<file path="src/rtl/conversion_scheduler_if.sv">
// Signal bundle between the conversion scheduler, the MCU side and the dual-slope sequencer.
// The scheduler connects through the slave modport; the environment drives through master.
interface conversion_scheduler_if;
    logic        host_req_i;
    logic        host_ack_o;
    logic        auto_en_i;
    logic [15:0] auto_period_i;
    logic        analog_ready_i;
    logic        idle_i;
    logic        ref_sign_i;
    logic [11:0] measurement_count_i;
    logic        conv_trigger_o;
    logic        result_valid_o;
    logic        result_ready_i;
    logic [11:0] result_o;
    logic        result_sign_o;
    logic        result_src_o;
    logic        overrun_o;
    logic        err_o;
    logic        err_clr_i;

    modport master (
        output host_req_i, auto_en_i, auto_period_i, analog_ready_i, idle_i,
               ref_sign_i, measurement_count_i, result_ready_i, err_clr_i,
        input  host_ack_o, conv_trigger_o, result_valid_o, result_o,
               result_sign_o, result_src_o, overrun_o, err_o
    );

    modport slave (
        input  host_req_i, auto_en_i, auto_period_i, analog_ready_i, idle_i,
               ref_sign_i, measurement_count_i, result_ready_i, err_clr_i,
        output host_ack_o, conv_trigger_o, result_valid_o, result_o,
               result_sign_o, result_src_o, overrun_o, err_o
    );
endinterface

</file>
<file path="src/rtl/conversion_scheduler.sv">
// Round-robin scheduler for host single-shot and periodic auto conversions on one dual-slope
// sequencer: trigger, start/conversion timeouts, result capture and valid/ready readout.
//
// state      | meaning
// S_IDLE     | waiting for a pending request with AFE ready and sequencer idle
// S_TRIG     | one-cycle trigger pulse, host ack if host was granted
// S_WAIT_ST  | waiting for idle_i to fall (start timeout armed)
// S_WAIT_DN  | waiting for idle_i to rise (conversion timeout armed)
// S_PRESENT  | result valid, held until the consumer accepts it
module conversion_scheduler #(
    parameter int unsigned START_TO = 16,
    parameter int unsigned CONV_TO  = 65535
) (
    input logic                   clk_i,
    input logic                   rst_i,
    conversion_scheduler_if.slave bus
);
    localparam logic [15:0] START_LIM = 16'(START_TO - 1);
    localparam logic [15:0] CONV_LIM  = 16'(CONV_TO - 1);

    typedef enum logic [2:0] {
        S_IDLE    = 3'd0,
        S_TRIG    = 3'd1,
        S_WAIT_ST = 3'd2,
        S_WAIT_DN = 3'd3,
        S_PRESENT = 3'd4
    } state_t;

    state_t      state_q, state_d;
    logic        host_pend_q, host_pend_d;
    logic        auto_pend_q, auto_pend_d;
    logic        last_grant_q, last_grant_d;
    logic        grant_src_q, grant_src_d;
    logic [15:0] period_cnt_q, period_cnt_d;
    logic [15:0] tmo_cnt_q, tmo_cnt_d;
    logic [11:0] res_cnt_q, res_cnt_d;
    logic        res_sign_q, res_sign_d;
    logic        res_src_q, res_src_d;
    logic        err_q, err_d;
    logic        overrun_q, overrun_d;

    logic start_ok;
    logic grant_host;
    logic auto_run;
    logic tick;
    logic err_set;

    assign start_ok   = (state_q == S_IDLE) & (host_pend_q | auto_pend_q)
                      & bus.analog_ready_i & bus.idle_i;
    // last_grant_q: 1 = auto, so host wins a tie right after reset
    assign grant_host = host_pend_q & (~auto_pend_q | last_grant_q);
    assign auto_run   = bus.auto_en_i & (bus.auto_period_i != 16'd0);
    assign tick       = auto_run & (period_cnt_q == bus.auto_period_i - 16'd1);
    assign err_set    = ((state_q == S_WAIT_ST) &  bus.idle_i & (tmo_cnt_q == START_LIM))
                      | ((state_q == S_WAIT_DN) & ~bus.idle_i & (tmo_cnt_q == CONV_LIM));

    always_ff @(posedge clk_i or posedge rst_i) begin
        if (rst_i) state_q <= S_IDLE;
        else       state_q <= state_d;
    end

    always_comb begin
        state_d = state_q;
        case (state_q)
            S_IDLE:    if (start_ok) state_d = S_TRIG;
            S_TRIG:    state_d = S_WAIT_ST;
            S_WAIT_ST: begin
                if (!bus.idle_i)                 state_d = S_WAIT_DN;
                else if (tmo_cnt_q == START_LIM) state_d = S_IDLE;
            end
            S_WAIT_DN: begin
                if (bus.idle_i)                 state_d = S_PRESENT;
                else if (tmo_cnt_q == CONV_LIM) state_d = S_IDLE;
            end
            S_PRESENT: if (bus.result_ready_i) state_d = S_IDLE;
            default:   state_d = S_IDLE;
        endcase
    end

    always_comb begin
        bus.conv_trigger_o = 1'b0;
        bus.host_ack_o     = 1'b0;
        bus.result_valid_o = 1'b0;
        case (state_q)
            S_TRIG: begin
                bus.conv_trigger_o = 1'b1;
                bus.host_ack_o     = ~grant_src_q;
            end
            S_PRESENT: bus.result_valid_o = 1'b1;
            default: ;
        endcase
    end

    assign bus.result_o      = res_cnt_q;
    assign bus.result_sign_o = res_sign_q;
    assign bus.result_src_o  = res_src_q;
    assign bus.overrun_o     = overrun_q;
    assign bus.err_o         = err_q;

    always_comb begin
        period_cnt_d = 16'd0;
        if (auto_run && !tick) period_cnt_d = period_cnt_q + 16'd1;

        // a new request in the grant cycle keeps its flag set
        host_pend_d = bus.host_req_i | (host_pend_q & ~(start_ok &  grant_host));
        auto_pend_d = tick           | (auto_pend_q & ~(start_ok & ~grant_host));

        grant_src_d  = start_ok ? ~grant_host : grant_src_q;
        last_grant_d = (state_q == S_TRIG) ? grant_src_q : last_grant_q;

        tmo_cnt_d = tmo_cnt_q;
        case (state_q)
            S_TRIG:    tmo_cnt_d = 16'd0;
            S_WAIT_ST: tmo_cnt_d = bus.idle_i ? tmo_cnt_q + 16'd1 : 16'd0;
            S_WAIT_DN: if (!bus.idle_i) tmo_cnt_d = tmo_cnt_q + 16'd1;
            default: ;
        endcase

        res_cnt_d  = res_cnt_q;
        res_sign_d = res_sign_q;
        res_src_d  = res_src_q;
        if (state_q == S_WAIT_DN && bus.idle_i) begin
            res_cnt_d  = bus.measurement_count_i;
            res_sign_d = bus.ref_sign_i;
            res_src_d  = grant_src_q;
        end

        err_d     = err_set | (err_q & ~bus.err_clr_i);
        overrun_d = (tick & auto_pend_q) | (overrun_q & ~bus.err_clr_i);
    end

    always_ff @(posedge clk_i or posedge rst_i) begin
        if (rst_i) begin
            host_pend_q  <= 1'b0;
            auto_pend_q  <= 1'b0;
            last_grant_q <= 1'b1;
            grant_src_q  <= 1'b0;
            period_cnt_q <= 16'd0;
            tmo_cnt_q    <= 16'd0;
            res_cnt_q    <= 12'd0;
            res_sign_q   <= 1'b0;
            res_src_q    <= 1'b0;
            err_q        <= 1'b0;
            overrun_q    <= 1'b0;
        end else begin
            host_pend_q  <= host_pend_d;
            auto_pend_q  <= auto_pend_d;
            last_grant_q <= last_grant_d;
            grant_src_q  <= grant_src_d;
            period_cnt_q <= period_cnt_d;
            tmo_cnt_q    <= tmo_cnt_d;
            res_cnt_q    <= res_cnt_d;
            res_sign_q   <= res_sign_d;
            res_src_q    <= res_src_d;
            err_q        <= err_d;
            overrun_q    <= overrun_d;
        end
    end
endmodule

</file>
<file path="src/flat_wrapper.sv">
// flat-port wrapper written by rule: the top's interface ports become plain ports
module conversion_scheduler_flat 
#(
    parameter int unsigned START_TO = 16,
    parameter int unsigned CONV_TO  = 65535
)
  (clk_i, rst_i, bus_host_req_i, bus_auto_en_i, bus_auto_period_i, bus_analog_ready_i, bus_idle_i, bus_ref_sign_i, bus_measurement_count_i, bus_result_ready_i, bus_err_clr_i, bus_host_ack_o, bus_conv_trigger_o, bus_result_valid_o, bus_result_o, bus_result_sign_o, bus_result_src_o, bus_overrun_o, bus_err_o);
  conversion_scheduler_if bus_i ();
  input logic clk_i;
  input logic rst_i;
  input wire logic [$bits(bus_i.host_req_i)-1:0] bus_host_req_i;
  input wire logic [$bits(bus_i.auto_en_i)-1:0] bus_auto_en_i;
  input wire logic [$bits(bus_i.auto_period_i)-1:0] bus_auto_period_i;
  input wire logic [$bits(bus_i.analog_ready_i)-1:0] bus_analog_ready_i;
  input wire logic [$bits(bus_i.idle_i)-1:0] bus_idle_i;
  input wire logic [$bits(bus_i.ref_sign_i)-1:0] bus_ref_sign_i;
  input wire logic [$bits(bus_i.measurement_count_i)-1:0] bus_measurement_count_i;
  input wire logic [$bits(bus_i.result_ready_i)-1:0] bus_result_ready_i;
  input wire logic [$bits(bus_i.err_clr_i)-1:0] bus_err_clr_i;
  output wire logic [$bits(bus_i.host_ack_o)-1:0] bus_host_ack_o;
  output wire logic [$bits(bus_i.conv_trigger_o)-1:0] bus_conv_trigger_o;
  output wire logic [$bits(bus_i.result_valid_o)-1:0] bus_result_valid_o;
  output wire logic [$bits(bus_i.result_o)-1:0] bus_result_o;
  output wire logic [$bits(bus_i.result_sign_o)-1:0] bus_result_sign_o;
  output wire logic [$bits(bus_i.result_src_o)-1:0] bus_result_src_o;
  output wire logic [$bits(bus_i.overrun_o)-1:0] bus_overrun_o;
  output wire logic [$bits(bus_i.err_o)-1:0] bus_err_o;
  assign bus_i.host_req_i = bus_host_req_i;
  assign bus_i.auto_en_i = bus_auto_en_i;
  assign bus_i.auto_period_i = bus_auto_period_i;
  assign bus_i.analog_ready_i = bus_analog_ready_i;
  assign bus_i.idle_i = bus_idle_i;
  assign bus_i.ref_sign_i = bus_ref_sign_i;
  assign bus_i.measurement_count_i = bus_measurement_count_i;
  assign bus_i.result_ready_i = bus_result_ready_i;
  assign bus_i.err_clr_i = bus_err_clr_i;
  assign bus_host_ack_o = bus_i.host_ack_o;
  assign bus_conv_trigger_o = bus_i.conv_trigger_o;
  assign bus_result_valid_o = bus_i.result_valid_o;
  assign bus_result_o = bus_i.result_o;
  assign bus_result_sign_o = bus_i.result_sign_o;
  assign bus_result_src_o = bus_i.result_src_o;
  assign bus_overrun_o = bus_i.overrun_o;
  assign bus_err_o = bus_i.err_o;
  conversion_scheduler #(.START_TO(START_TO), .CONV_TO(CONV_TO)) u_core (.clk_i(clk_i), .rst_i(rst_i), .bus(bus_i));
endmodule
</file>
<file path="config.mk">
export PLATFORM = sky130hd
export DESIGN_NAME = conversion_scheduler_flat
export DESIGN_NICKNAME = d
export VERILOG_FILES = /design/src/rtl/conversion_scheduler_if.sv /design/src/rtl/conversion_scheduler.sv /design/src/flat_wrapper.sv
export SDC_FILE = /design/constraint.sdc
export NUM_CORES = 1
export LEC_CHECK = 0
export CORE_MARGIN = 3
export CORE_UTILIZATION = 40
export DETAILED_ROUTE_END_ITERATION = 12
export MAX_ROUTING_LAYER = met4
export REMOVE_ABC_BUFFERS = 1
export SYNTH_ARGS = -nofsm -noshare
export SYNTH_HDL_FRONTEND = slang
export SYNTH_SLANG_ARGS = --single-unit
</file>
<file path="constraint.sdc">
create_clock -name clk_i -period 2.7 [get_ports clk_i]
set_input_delay 0.675 -clock clk_i [delete_from_list [all_inputs] [get_ports clk_i]]
set_output_delay 0.675 -clock clk_i [all_outputs]
set_load 0.01 [all_outputs]
</file>
==> results of run 1 <==
[kinds of logic after synthesis]
family | count (synthesis) | synth area share [%]
buf+inv | 25 | 3.184
xor+xnor | 50 | 13.59
simple gates | 159 | 25.44
flops | 55 | 42.76
mux | 15 | 5.243
fa+ha+maj | 5 | 1.942
compound gates | 35 | 7.845
[layer usage]
| layer | up-vias | GRT usage (%) |
|---|---|---|
| li1 | 1369 | - |
| met1 | 1280 | 23.13 |
| met2 | 69 | 26.98 |
| met3 | 12 | 3.440 |
| met4 | 0 | 4.858 |
| met5 | - | - |
[synthesized netlist by cell type (6+ instances only)]
cell type                  number  area [µm²]
sky130_fd_sc_hd__mux2_2        15       168.9
sky130_fd_sc_hd__xnor2_1       21       183.9
sky130_fd_sc_hd__nand4_1       15       93.84
sky130_fd_sc_hd__dfrtp_1       54        1351
sky130_fd_sc_hd__xor2_1        29       254.0
sky130_fd_sc_hd__nor3_1        13       65.06
sky130_fd_sc_hd__clkbuf_1      11       41.29
sky130_fd_sc_hd__nand3_1       15       75.07
sky130_fd_sc_hd__nand2b_1       6       37.54
sky130_fd_sc_hd__nor2_1        45       168.9
sky130_fd_sc_hd__inv_1         12       45.04
sky130_fd_sc_hd__a21oi_1        7       35.03
sky130_fd_sc_hd__nand2_1       34       127.6
[per-stage QoR]
step	cells	utilization [%]	setup TNS, ns
floorplan	331	-	-0.3048
global placement	522	53.08	-6.396
detailed placement	522	53.08	-8.011
CTS	533	55.20	0
global route	534	55.72	0
finish	534	55.72	0
[repair_timing]
item | 4_1_cts | 5_1_grt
cloned | 1 | 0
pin swaps | 3 | 6
endpoints found under the setup margin | 18 | 18
gates resized for setup | 8 | 6
buffers inserted | 2 | 1
[worst max-delay path, cell delays in order]
cell and delay, ns:
sky130_fd_sc_hd__clkdlybuf4s50_1 0.45, sky130_fd_sc_hd__buf_4 0.16, sky130_fd_sc_hd__nor3_1 0.17, sky130_fd_sc_hd__buf_4 0.17
sky130_fd_sc_hd__nand3_1 0.09, sky130_fd_sc_hd__xnor2_1 0.23, sky130_fd_sc_hd__nand4_1 0.18, sky130_fd_sc_hd__nor4b_4 0.29
sky130_fd_sc_hd__buf_4 0.19, sky130_fd_sc_hd__buf_12 0.12, sky130_fd_sc_hd__nor3b_2 0.04
[flip-flops by register name, summed over array words and instances, names as in the netlist, 3 cells and up]
| name | cells |
|---|---|
| u_core.bus.result_o | 12 |
| u_core.state_q | 3 |
| u_core.period_cnt_q | 16 |
| u_core.tmo_cnt_q | 16 |
[layout make-up]
type,instances,share of cell area [%]
Multi-Input combinational cell,264,41.34
Sequential cell,55,31.83
Clock buffer,7,2.226
Tap cell,102,2.949
Clock inverter,1,0.1735
Timing Repair Buffer,93,20.44
Inverter,12,1.041
[report_power, final]
group / internal [mW] / total [mW] / switching (mW)
combinational: 0.523 / 0.921 / 0.398
clock: 0.234 / 0.500 / 0.266
sequential: 0.987 / 1.12 / 0.137
total: 1.74 / 2.55 / 0.801
[final timing paths]
check	end	startpoint	slack [ns]	cells past startpoint
setup / recovery	u_core.period_cnt_q[0]	bus_auto_period_i[5]	0.14	11
hold / removal	u_core.bus.result_o[3]	u_core.bus.result_o[3]	0.51	1
setup reg to reg	u_core.tmo_cnt_q[15]	u_core.state_q[2]	0.74	6
hold reg to reg	u_core.bus.result_o[3]	u_core.bus.result_o[3]	0.51	1
max in group asynchronous	u_core.tmo_cnt_q[12]	rst_i	1.47	3
min in group asynchronous	u_core.bus.result_o[0]	rst_i	0.68	2
==> impl_summary.txt, run 1 <==
----------------------------------------------------
[Logic synthesis]
  Cell area after technology mapping ... 3222 µm²
  Number of distinct library cells after synthesis ... 49
  Post-synth top flop ... sky130_fd_sc_hd__dfrtp_1
  Proportion of register bits with asynchronous set or reset after synthesis ... 100.0%
  Share of the yosys chip area belonging to registers ... 42.76%
  Synthesized area per cell ... 9.366 µm²
  Count of flip-flops with a built-in enable after synthesis ... 0
  Synthesized instance count ... 344
  Synthesis warning total ... 0
  Post-synthesis register bit count ... 55

[Detailed routing]
  Sum of met2 wire segment lengths after detailed routing ... 3282 µm
  Overall via count from detail_route ... 2730
  Number of detailed-routing iterations run before antenna repair ... 4
  Average wire per standard cell ... 13.87 µm
  Met1 wire length ... 3547 µm
  Highest routed metal layer ... met4
  Initial DRC Count ... 67
  Met3 Wirelength ... 445 µm
  Post-route DRC ... 0
  Final WL ... 7405 µm
  Average via count per standard cell ... 5.112
  Count of nets left with antenna violations after detail routing ... 0

[Floorplan]
  Core area ... 7767 µm²
  Die outline height ... 95.75 µm
  Cell Rows ... 32
  Die area ... 9167 µm²
  Top-level port count ... 56
  Die Wd ... 95.75 µm
  Starting utilization of the core area ... 41.48%

[Global route]
  Residual overflow from global routing ... 0
  Initial antenna violation count ... 0
  Pin count of the biggest net entering global routing ... 37
  First-pass GRT wire length ... 12320 µm
  Total track usage ... 17.34%
  Via count of the first global-routing pass ... 2709

[Setup path]
  Critical path capture point type ... flop
  Crit path max fanout ... 8
  Arr. time, crit path ... 2.76 ns
  Req. time, crit path ... 2.89 ns
  Critical path launch point type ... input pin
  CP Class ... in2reg

[Flow run]
  Max-cap check violation count ... 0

[STA]
  Post-layout minimum cycle time ... 2.565 ns
  Worst slack on hold paths ... 0.5143 ns
  Slew HR ... 64.42%
  Worst Setup Slack, final ... 0.1353 ns
  RSZ-0062 raised after global routing ... no
  Fin crit share ... 94.99%
  Maximum clock frequency ... 389.9 MHz
  Worst setup skew after layout ... 0.003824 ns
  Worst-Margin Slew ... 0.5296 ns
  Final setup violating endpoints ... 0
  Max Slew Vio Count ... 0
  Hold Vio Cnt, Final ... 0

[Finish]
  Area growth from synthesis to layout ... 34.33%
  Layout cell share with drive strength beyond 1 ... 17.59%
  Number of fillers in the final layout ... 724
  Number of antenna diodes ... 0
  Sequential cell area ... 1378 µm²
  Most common cell after layout, fill and taps aside ... sky130_fd_sc_hd__dfrtp_1
  Post-route design area ... 4328 µm²
  Commonest cells after routing, fill and taps aside ... sky130_fd_sc_hd__dfrtp_1 (54), sky130_fd_sc_hd__clkdlybuf4s50_1 (51), sky130_fd_sc_hd__nor2_1 (45)
  Total Nets Final ... 473
  Area of the multi-input gates ... 1789 µm²

[Clock tree]
  Hold buffer count at CTS ... 0
  Clock slew seen by the registers of the worst setup and hold paths ... 0.10 ns
  TritonCTS clock tree ... built
  Library cell used as clock root buffer ... sky130_fd_sc_hd__clkbuf_8
  Clock insertion delay at the later pin of the skew report ... 0.30 ns
  Clock buffers created by TritonCTS ... 5
  Number of levels the H-tree was split into ... 2
  Clk buf depth ... 2
  Clock sink count ... 55

[Place]
  Number of buffers inserted by port buffering ... 55
  Detailed placement HPWL ... 5458 µm
  GP Congestion ... 0.9123
  Placed inst area ... 4123 µm²
  Pre-CTS setup slack ... -0.4667 ns

[Pwr]
  Static Leakage ... 1.919 nW
  Maximum VDD drop ... 0.4332 mV
  Design Power ... 2.545 mW
  Power per cell area ... 588.1 nW/µm²

[Worst hold path]
  Min-Delay Path Class ... reg2reg

[Status]
  Run status ... completed

----------------------------------------------------
No activity file was read; power rests on OpenSTA's default activity.
==> inputs of run 2 (changes only) <==
- CORE_ASPECT_RATIO: not set -> 0.7
- GPL_ROUTABILITY_DRIVEN: not set -> 0
==> run 2 against run 1 <==
  * Clock power is 30% higher
  * Power is 5.9% higher
  * Fmax is 1.1% lower
  * Highest routed layer unchanged
  * Largest cell class unchanged
  * Combinational power is 2% lower
  * Via count is 0.11% higher
  * Flip-flop and latch count stayed put
  * Design area is 1.2% higher
  * Global-route usage is 0.91 points higher
  * Worst setup slack worse by 0.029 ns
  * Routed wire length is 5.1% higher
  * Die area is 0.20% higher
  * Register-to-register slack worse by 0.04 ns
  * Critical endpoint is now u_core.period_cnt_q[7]
==> impl_summary.txt, run 2 (synthesis results as in run 1) <==
----------------------------------------------------
[Finish]
  Layout cell share with drive strength beyond 1 ... 17.55% (was 17.59%)
  Number of antenna diodes ... 0 (unchanged)
  Most common cell after layout, fill and taps aside ... sky130_fd_sc_hd__dfrtp_1 (unchanged)
  Final standard cell count with taps included and fillers excluded ... 531 (was 534)
  Number of fillers in the final layout ... 671 (was 724)
  Area growth from synthesis to layout ... 35.88% (was 34.33%)
  Commonest cells after routing, fill and taps aside ... sky130_fd_sc_hd__dfrtp_1 (54), sky130_fd_sc_hd__clkdlybuf4s50_1 (51), sky130_fd_sc_hd__nor2_1 (45) (unchanged)
  Final core utilization ... 58.01% (was 55.72%)
  Total Nets Final ... 474 (was 473)

[Setup path]
  Critical path capture point type ... flop (unchanged)
  Crit path max fanout ... 4 (was 8)
  Setup slack, reg-to-reg ... 0.70 ns (was 0.74 ns)
  Req. time, crit path ... 2.90 ns (was 2.89 ns)
  Critical path launch point type ... input pin (unchanged)
  Arr. time, crit path ... 2.79 ns (was 2.76 ns)
  CP Class ... in2reg (unchanged)

[Detailed routing]
  Count of nets left with antenna violations after detail routing ... 0 (unchanged)
  Overall via count from detail_route ... 2733 (was 2730)
  Average via count per standard cell ... 5.147 (was 5.112)
  Initial DRC Count ... 192 (was 67)
  Final WL ... 7779 µm (was 7405 µm)
  Number of detailed-routing iterations run before antenna repair ... 6 (was 4)
  Average wire per standard cell ... 14.65 µm (was 13.87 µm)
  Post-route DRC ... 0 (unchanged)

[Global route]
  Via count of the first global-routing pass ... 2663 (was 2709)
  First-pass GRT wire length ... 12910 µm (was 12320 µm)
  Initial antenna violation count ... 0 (unchanged)
  Pin count of the biggest net entering global routing ... 48 (was 37)
  Residual overflow from global routing ... 0 (unchanged)
  Total track usage ... 18.25% (was 17.34%)

[Clock tree]
  Clock sink count ... 55 (unchanged)
  Clk buf depth ... 2 (unchanged)
  Library cell used as clock root buffer ... sky130_fd_sc_hd__clkbuf_16 (was sky130_fd_sc_hd__clkbuf_8)
  TritonCTS clock tree ... built (unchanged)
  Clock buffers created by TritonCTS ... 5 (unchanged)
  Clock insertion delay at the later pin of the skew report ... 0.30 ns (about the same)
  Number of levels the H-tree was split into ... 2 (unchanged)
  Clock slew seen by the registers of the worst setup and hold paths ... 0.07 ns (was 0.10 ns)
  Hold buffer count at CTS ... 0 (unchanged)

[Place]
  Number of buffers inserted by port buffering ... 55 (unchanged)
  Detailed placement HPWL ... 5824 µm (was 5458 µm)
  Pre-CTS setup slack ... -0.5661 ns (was -0.4667 ns)
  Dpl cells ... 521 (was 522)

[Pwr]
  Maximum VDD drop ... 0.4278 mV (was 0.4332 mV)
  Static Leakage ... 1.941 nW (was 1.919 nW)
  Power per cell area ... 615.4 nW/µm² (was 588.1 nW/µm²)

[STA]
  Hold Vio Cnt, Final ... 0 (unchanged)
  RSZ-0062 raised after global routing ... no (unchanged)
  Slew HR ... 58.74% (was 64.42%)
  Worst setup skew after layout ... 0.005410 ns (was 0.003824 ns)
  Max Slew Vio Count ... 0 (unchanged)
  Post-layout minimum cycle time ... 2.593 ns (was 2.565 ns)
  Worst slack on hold paths ... 0.4935 ns (was 0.5143 ns)
  Worst Setup Slack, final ... 0.1066 ns (was 0.1353 ns)
  Final setup violating endpoints ... 0 (unchanged)
  Fin crit share ... 96.05% (was 94.99%)
  Maximum clock frequency ... 385.6 MHz (was 389.9 MHz)
  Worst-Margin Slew ... 0.6141 ns (was 0.5296 ns)

[Flow run]
  Max-cap check violation count ... 0 (unchanged)

[Floorplan]
  Top-level port count ... 56 (unchanged)
  Core area ... 7547 µm² (was 7767 µm²)
  Die area ... 9185 µm² (was 9167 µm²)
  Cell Rows ... 26 (was 32)
  Starting utilization of the core area ... 42.69% (was 41.48%)
  Die outline height ... 81.09 µm (was 95.75 µm)
  Die Wd ... 113.3 µm (was 95.75 µm)

[Worst hold path]
  Min-Delay Path Class ... reg2reg (unchanged)

[Status]
  Run status ... completed (unchanged)

----------------------------------------------------
==> run 2: cell types whose count changed in the layout (fill, tap and decap cells not counted), moves of 2 or more <==
cell	delta
sky130_fd_sc_hd__clkbuf_8	-7
sky130_fd_sc_hd__clkbuf_16	+6
sky130_fd_sc_hd__buf_4	-4
sky130_fd_sc_hd__buf_6	+3
sky130_fd_sc_hd__clkdlybuf4s15_1	+3
sky130_fd_sc_hd__dlygate4sd2_1	-3
sky130_fd_sc_hd__nor4_1	+3
sky130_fd_sc_hd__nor4_2	-3
sky130_fd_sc_hd__buf_12	+2
sky130_fd_sc_hd__inv_1	-2
sky130_fd_sc_hd__inv_2	+2
==> run 2: cell type report <==
type / instances / area (µm²) / share of cell area [%]
Tap cell: 98 / 122.6 / 2.801
Clock inverter: 2 / 12.51 / 0.2858
Clock buffer: 6 / 128.9 / 2.944
Multi-Input combinational cell: 264 / 1774 / 40.53
Sequential cell: 55 / 1378 / 31.47
Inverter: 12 / 45.04 / 1.029
Timing Repair Buffer: 94 / 917.1 / 20.95
==> run 2: timing repair <==
action | 4_1_cts | 5_1_grt
gates cloned | 1 | 0
buffers inserted | 0 | 1
setup endpoints to repair | 18 | 17
pin swaps | 6 | 7
hold endpoints to repair | 0 | 0
resized for setup | 7 | 15
==> run 2: power by group <==
| group | switching (mW) | total [mW] | internal [mW] |
|---|---|---|---|
| Clock | 0.308 | 0.651 | 0.344 |
| Combinational | 0.385 | 0.904 | 0.519 |
| Sequential | 0.151 | 1.14 | 0.988 |
==> run 2: metal layers <==
layer | track usage (%) | vias up | share of wire (%)
met5 | - | - | 0
met4 | 5.762 | 0 | 1.2
met3 | 4.393 | 8 | 6.4
met2 | 23.58 | 82 | 40
met1 | 27.53 | 1272 | 53
li1 | - | 1371 | -
==> run 2: path summary, 6_finish.rpt <==
check | startpoint | to | cells past startpoint
max | bus_auto_period_i[5] | u_core.period_cnt_q[7] | 10
min | u_core.bus.overrun_o | u_core.bus.overrun_o | 1
max reg2reg | u_core.period_cnt_q[11] | u_core.period_cnt_q[7] | 8
min reg2reg | u_core.bus.overrun_o | u_core.bus.overrun_o | 1
max in group asynchronous | rst_i | u_core.last_grant_q | 3
min in group asynchronous | rst_i | u_core.bus.result_o[3] | 2
==> run 2: through the flow <==
step	power [mW]	TNS [ns]	instance area [µm²]
after floorplan	1.578	-0.3048	3164
after global placement	2.051	-6.823	4165
after detailed placement	2.057	-9.299	4165
after CTS	2.717	0	4348
after global routing	2.856	0	4378
final	2.694	0	4378
==> run 2: critical path, stage by stage <==
cell and delay [ns]:
sky130_fd_sc_hd__clkdlybuf4s50_1 0.42, sky130_fd_sc_hd__buf_4 0.15, sky130_fd_sc_hd__or3_1 0.38, sky130_fd_sc_hd__a221oi_2 0.24, sky130_fd_sc_hd__nor3_1 0.08, sky130_fd_sc_hd__buf_4 0.14, sky130_fd_sc_hd__nor4b_4 0.34, sky130_fd_sc_hd__buf_4 0.19
sky130_fd_sc_hd__clkbuf_16 0.13, sky130_fd_sc_hd__nor2_1 0.04
==> inputs of run 3 (changes only) <==
- CTS_CLUSTER_DIAMETER: not set -> 50
==> results of run 3 <==
Final layout, timing and power as in run 2 (identical DEF).
